### config.mk
export PLATFORM = sky130hd
export DESIGN_NAME = btn_debounce
export DESIGN_NICKNAME = d
export VERILOG_FILES = /design/src/rtl/btn_debounce.sv
export SDC_FILE = /design/constraint.sdc
export NUM_CORES = 1
export LEC_CHECK = 0
export ABC_AREA = 1
export CAP_MARGIN = 30
export CORE_ASPECT_RATIO = 1.75
export CORE_MARGIN = 4
export CORE_UTILIZATION = 25
export CTS_CLUSTER_DIAMETER = 40
export DETAILED_ROUTE_END_ITERATION = 6
export GPL_TIMING_DRIVEN = 1
export SLEW_MARGIN = 40
export SYNTH_ARGS = -nofsm -noshare
export SYNTH_HDL_FRONTEND = slang
export SYNTH_SLANG_ARGS = --single-unit
### constraint.sdc
create_clock -name clk -period 1.7 [get_ports clk]
set_input_delay 0.34 -clock clk [delete_from_list [all_inputs] [get_ports clk]]
set_output_delay 0.34 -clock clk [all_outputs]
set_load 0.02 [all_outputs]
### src/rtl/btn_debounce.sv
// Per-channel push-button synchronizer and debouncer.
// Each channel runs a two-flop synchronizer followed by a four-state FSM that only
// accepts a level change after it has been stable for DEBOUNCE_CYCLES cycles. The
// debounced level feeds a downstream PIO; one-cycle press, release and long-press
// strobes are provided for local logic.
module btn_debounce #(
   parameter int unsigned NUM_BTN           = 1,
   parameter int unsigned DEBOUNCE_CYCLES   = 1000000,
   parameter int unsigned LONG_PRESS_CYCLES = 50000000,
   parameter bit          IDLE_LEVEL        = 1'b1
) (
   input  logic               clk,
   input  logic               reset_n,
   input  logic [NUM_BTN-1:0] btn_in,
   output logic [NUM_BTN-1:0] btn_out,
   output logic [NUM_BTN-1:0] press_pulse,
   output logic [NUM_BTN-1:0] release_pulse,
   output logic [NUM_BTN-1:0] long_press
);

   localparam int unsigned DW = $clog2(DEBOUNCE_CYCLES);
   localparam int unsigned HW = $clog2(LONG_PRESS_CYCLES + 1);

   localparam logic [DW-1:0] DEB_ONE   = DW'(1);
   localparam logic [DW-1:0] DEB_LAST  = DW'(DEBOUNCE_CYCLES - 1);
   localparam logic [HW-1:0] HOLD_MAX  = HW'(LONG_PRESS_CYCLES);
   localparam logic [HW-1:0] HOLD_LAST = HW'(LONG_PRESS_CYCLES - 1);

   localparam logic [NUM_BTN-1:0] IDLE_VEC = {NUM_BTN{IDLE_LEVEL}};

   localparam logic [1:0] ST_RELEASED     = 2'd0;
   localparam logic [1:0] ST_PRESS_WAIT   = 2'd1;
   localparam logic [1:0] ST_PRESSED      = 2'd2;
   localparam logic [1:0] ST_RELEASE_WAIT = 2'd3;

   logic [NUM_BTN-1:0] s1_q;
   logic [NUM_BTN-1:0] s2_q;

   // Two-flop synchronizer; resets to the idle level so no edge is seen on reset exit.
   always_ff @(posedge clk or negedge reset_n) begin
      if (!reset_n) begin
         s1_q <= IDLE_VEC;
         s2_q <= IDLE_VEC;
      end else begin
         s1_q <= btn_in;
         s2_q <= s1_q;
      end
   end

   for (genvar i = 0; i < NUM_BTN; i++) begin : g_chan
      logic [1:0]    state_q, state_d;
      logic [DW-1:0] cnt_q, cnt_d;
      logic [HW-1:0] hold_q, hold_d;
      logic          press_q, press_d;
      logic          release_q, release_d;
      logic          long_q, long_d;
      logic          pin_pressed;
      logic          out_pressed;

      assign pin_pressed = (s2_q[i] != IDLE_LEVEL);
      assign out_pressed = (state_q == ST_PRESSED) || (state_q == ST_RELEASE_WAIT);

      // Debounce FSM, hold counter and strobe next-state logic.
      always_comb begin
         state_d   = state_q;
         cnt_d     = cnt_q;
         hold_d    = hold_q;
         press_d   = 1'b0;
         release_d = 1'b0;
         long_d    = 1'b0;

         case (state_q)
            ST_RELEASED: begin
               if (pin_pressed) begin
                  state_d = ST_PRESS_WAIT;
                  cnt_d   = DEB_ONE;
               end
            end
            ST_PRESS_WAIT: begin
               if (!pin_pressed) begin
                  state_d = ST_RELEASED;
                  cnt_d   = '0;
               end else if (cnt_q == DEB_LAST) begin
                  state_d = ST_PRESSED;
                  cnt_d   = '0;
                  press_d = 1'b1;
               end else begin
                  cnt_d = cnt_q + 1'b1;
               end
            end
            ST_PRESSED: begin
               if (!pin_pressed) begin
                  state_d = ST_RELEASE_WAIT;
                  cnt_d   = DEB_ONE;
               end
            end
            ST_RELEASE_WAIT: begin
               if (pin_pressed) begin
                  state_d = ST_PRESSED;
                  cnt_d   = '0;
               end else if (cnt_q == DEB_LAST) begin
                  state_d   = ST_RELEASED;
                  cnt_d     = '0;
                  release_d = 1'b1;
               end else begin
                  cnt_d = cnt_q + 1'b1;
               end
            end
            default: begin
               state_d = ST_RELEASED;
               cnt_d   = '0;
            end
         endcase

         // Hold time only advances while the debounced level reads pressed; saturation
         // guarantees long_press fires at most once per press.
         if (out_pressed) begin
            if (hold_q != HOLD_MAX) begin
               hold_d = hold_q + 1'b1;
            end
            if (hold_q == HOLD_LAST) begin
               long_d = 1'b1;
            end
         end

         // A newly confirmed press starts a fresh hold measurement.
         if (press_d) begin
            hold_d = '0;
         end
      end

      // Channel state, counters and registered strobes.
      always_ff @(posedge clk or negedge reset_n) begin
         if (!reset_n) begin
            state_q   <= ST_RELEASED;
            cnt_q     <= '0;
            hold_q    <= '0;
            press_q   <= 1'b0;
            release_q <= 1'b0;
            long_q    <= 1'b0;
         end else begin
            state_q   <= state_d;
            cnt_q     <= cnt_d;
            hold_q    <= hold_d;
            press_q   <= press_d;
            release_q <= release_d;
            long_q    <= long_d;
         end
      end

      assign btn_out[i]       = out_pressed ? ~IDLE_LEVEL : IDLE_LEVEL;
      assign press_pulse[i]   = press_q;
      assign release_pulse[i] = release_q;
      assign long_press[i]    = long_q;
   end

endmodule
==> impl_metrics.ini <==
[run_status]
status = completed

[global_route]
grt_pass1_vias = 3343
overflow = 0
grt_start_max_net_pins = 54
grt_pass1_wl_microns = 15700
grt_usage = 0.1298
antenna_found_initial = 0

[place]
dp_hpwl_microns = 7063
gp_congestion = 0.9924
port_buffers = 6
dp_cells = 711

[clock_tree]
cts_tree = built
htreeDepth = 2
hold_buffers = 0
cts_buffers = 5
root_buffer = clkbuf_16
cts_max_path_buffers = 2
clk_pin_slew_ps = 70
clock-sinks = 53
clk_latency_ps = 300

[synthesis]
synth.most_common_cell = nand2_1
ys_top_cells_by_area = dfrtp_1 (37%), nand2_1 (18%), nand3_1 (11%), nor2_1 (8.5%), inv_1 (4.8%)
synth-main-ff-cell = dfrtp_1
synth_commonest_cells = nand2_1 (160), nor2_1 (77), nand3_1 (75)
synth_xor_area_frac = 0.05132
syn_area_per_cell_sq_um = 6.813
synth_top_family_by_area = simple AND/OR/NAND/NOR gates
synthSimpleGateAreaFrac = 0.4241
yosys_warnings = 0
synth_top_area_cell = dfrtp_1
async_flop_share = 1.000
synth_edf_count = 0
yosysUniqueCellTypes = 30
synthCells = 501
synthesis.area_sq_um = 3413
seq_area_frac_synth = 0.3893
synth.top_cell.area_share = 0.3739
synth-seq-cells = 53
synthAdderAreaFrac = 0.01100
synth_mux_area_frac = 0
synth-compound-area-share = 0.04729
syn_nets = 507

[route]
drtIter0Drc = 135
wirelength_microns = 9707
drtAntennaViolNets = 0
viasPerCell = 4.704
num_vias = 3420
drc_errors = 0
routedWlPerCell_microns = 13.35
first_pass_iters = 4

[timing]
setup_viol_count_final = 0
drv_slew = 0
rsz0062_at_grt = true
slew_headroom = 0.7358
fmax_ghz = 0.6058
tightest_slew_ps = 395.8
finalHoldViolations = 0
final.setup_skew_ps = 7.338
fin_crit_sh = 0.9709
period_minus_slack_ps = 1651

[power]
peakVddDrop_mv = 0.4687
total_power_mw = 3.677
p_leak_nw = 2.001
p_per_area_nw_per_um2 = 860.6

[floorplanning]
die_h_microns = 162.6
pin_count = 7
initial_core_util = 0.2550
coreArea_sq_um = 13380
fp.dieArea_sq_um = 15660
die_w_microns = 96.33
rows = 56

[critical_path]
rrSetupSlack_ps = 50
r2r-start = g_chan[0].cnt_q[0]$_DFFE_PN0P_
cp_max_fo = 12
critical_path_class = flop to flop
crit_required_ps = 1890
cp_cell_sequence = ha_4 -> nand2_4 -> nor2_4 -> nand2_1 -> nor2_2 -> nand4_1 -> buf_4 -> clkbuf_16 -> nand3_1 -> nand2_1
crit_family = simple AND/OR/NAND/NOR gates
cp_slowest_cell = dfrtp_1
cpMostUsedCell = nand2_1
startpoint_type = flop
reg2reg_to = g_chan[0].hold_q[10]$_DFFE_PN0P_
worst_ep_arrival_time_ps = 1840
ff2ff_path_depth = 10
worstPathBufferInverterCount = 2
critPathMaxStageDelay_ps = 400
crit_path_end_kind = flop

[final_layout]
fillers = 1429
area_growth_pct = 25.18
drive_gt1_frac = 0.1627
n_antenna_cell = 0
layout.cells.non_filler = 727
fin_nets = 558

[flow_run]
maxCapViolCount = 0

[hold_path]
min_path_type = input port to asynchronous set/reset pin
==> final cells by class <==
type / instances / area (sq um) / area share
multi-input cells: 389 / 1886 / 0.4413
flip-flops and latches: 53 / 1333 / 0.3119
repair buffers: 58 / 515.5 / 0.1206
well taps: 174 / 217.7 / 0.05095
inverters: 45 / 171.4 / 0.04012
clock buffers: 7 / 142.6 / 0.03338
clock inverters: 1 / 7.507 / 0.001757
==> how the worst max path moves through the flow <==
| stage | startpoint | end | slack, ps | depth (start not counted) |
|---|---|---|---|---|
| after floorplan | g_chan[0].cnt_q[0]$_DFFE_PN0P_ | g_chan[0].cnt_q[9]$_DFFE_PN0P_ | 50 | 9 |
| after global placement | g_chan[0].cnt_q[0]$_DFFE_PN0P_ | g_chan[0].hold_q[8]$_DFFE_PN0P_ | 50 | 8 |
| after detailed placement | s2_q$_DFF_PN1_ | g_chan[0].cnt_q[8]$_DFFE_PN0P_ | 20 | 6 |
| after CTS | g_chan[0].cnt_q[0]$_DFFE_PN0P_ | g_chan[0].hold_q[7]$_DFFE_PN0P_ | 10 | 8 |
| after global routing | g_chan[0].hold_q[1]$_DFFE_PN0P_ | g_chan[0].hold_q[4]$_DFFE_PN0P_ | -50 | 12 |
| final | g_chan[0].cnt_q[0]$_DFFE_PN0P_ | g_chan[0].hold_q[10]$_DFFE_PN0P_ | 50 | 10 |
==> cells by family after synthesis <==
family	count (synthesis)
buffers and inverters	59
AO/OA/AOI/OAI	29
AND/OR/NAND/NOR	337
XOR/XNOR	20
adder cells (fa/ha/maj)	3
flip-flops	53
==> flip-flops by register name, indices dropped and copies added (netlist names), named ones only <==
register        count
s2_q                1
release_pulse       1
press_pulse         1
long_press          1
g_chan.cnt_q       20
g_chan.state_q      1
s1_q                1
g_chan.hold_q      26
==> per-layer routing <==
layer	vias up	track usage	wire length [microns]
met5	-	0	0
met4	0	0.08685	541
met3	36	0.01711	216
met2	62	0.2391	5280
met1	1615	0.1302	3668
li1	1707	-	-
==> power breakdown <==
| group | switching, mW | internal, mW | total [mW] |
|---|---|---|---|
| Combinational | 0.719 | 0.404 | 1.12 |
| Clock | 0.472 | 0.588 | 1.06 |
| Sequential | 0.133 | 1.36 | 1.49 |
==> layout by cell type (no fill, tap or decap), types with 2 or more instances in the layout <==
| cell | instances |
|---|---|
| dfrtp_2 | 3 |
| xor2_1 | 14 |
| o21ai_0 | 12 |
| clkbuf_16 | 6 |
| dfstp_2 | 2 |
| nor2_1 | 70 |
| nand2_2 | 5 |
| nand3_1 | 72 |
| nand2_1 | 158 |
| a21oi_1 | 5 |
| o22ai_1 | 5 |
| o21ai_1 | 2 |
| nand3b_1 | 7 |
| buf_4 | 46 |
| xnor2_1 | 6 |
| nor3_1 | 2 |
| nand3_2 | 4 |
| dfrtp_1 | 48 |
| inv_2 | 2 |
| buf_12 | 4 |
| inv_1 | 42 |
| nor2_2 | 6 |
| nand4_1 | 8 |
| clkdlybuf4s50_1 | 4 |
| ha_1 | 2 |
==> through the flow <==
stage | setup WS [ps] | hold slack (ps) | setup TNS, ps | utilization | cell area (sq um)
2_1_floorplan | 53.29 | 44.41 | 0 | - | 3413
4_1_cts | 9.958 | 40.56 | 0 | 0.3080 | 4121
3_3_place_gp | 52.74 | 347.3 | 0 | 0.2968 | 3973
3_5_place_dp | 21.08 | 350.7 | 0 | 0.2968 | 3973
6_report | 49.41 | 33.04 | 0 | 0.3193 | 4273
5_1_grt | -48.36 | 58.07 | -881.1 | 0.3193 | 4273
==> repair_timing <==
item / 4_1_cts / 5_1_grt
setup endpoints to repair: 1 / 41
pin swaps: 0 / 4
setup buffers: 0 / 7
cloned: 0 / 1
gates resized for setup: 1 / 25
Note: power is estimated with default switching activity, not from simulation.
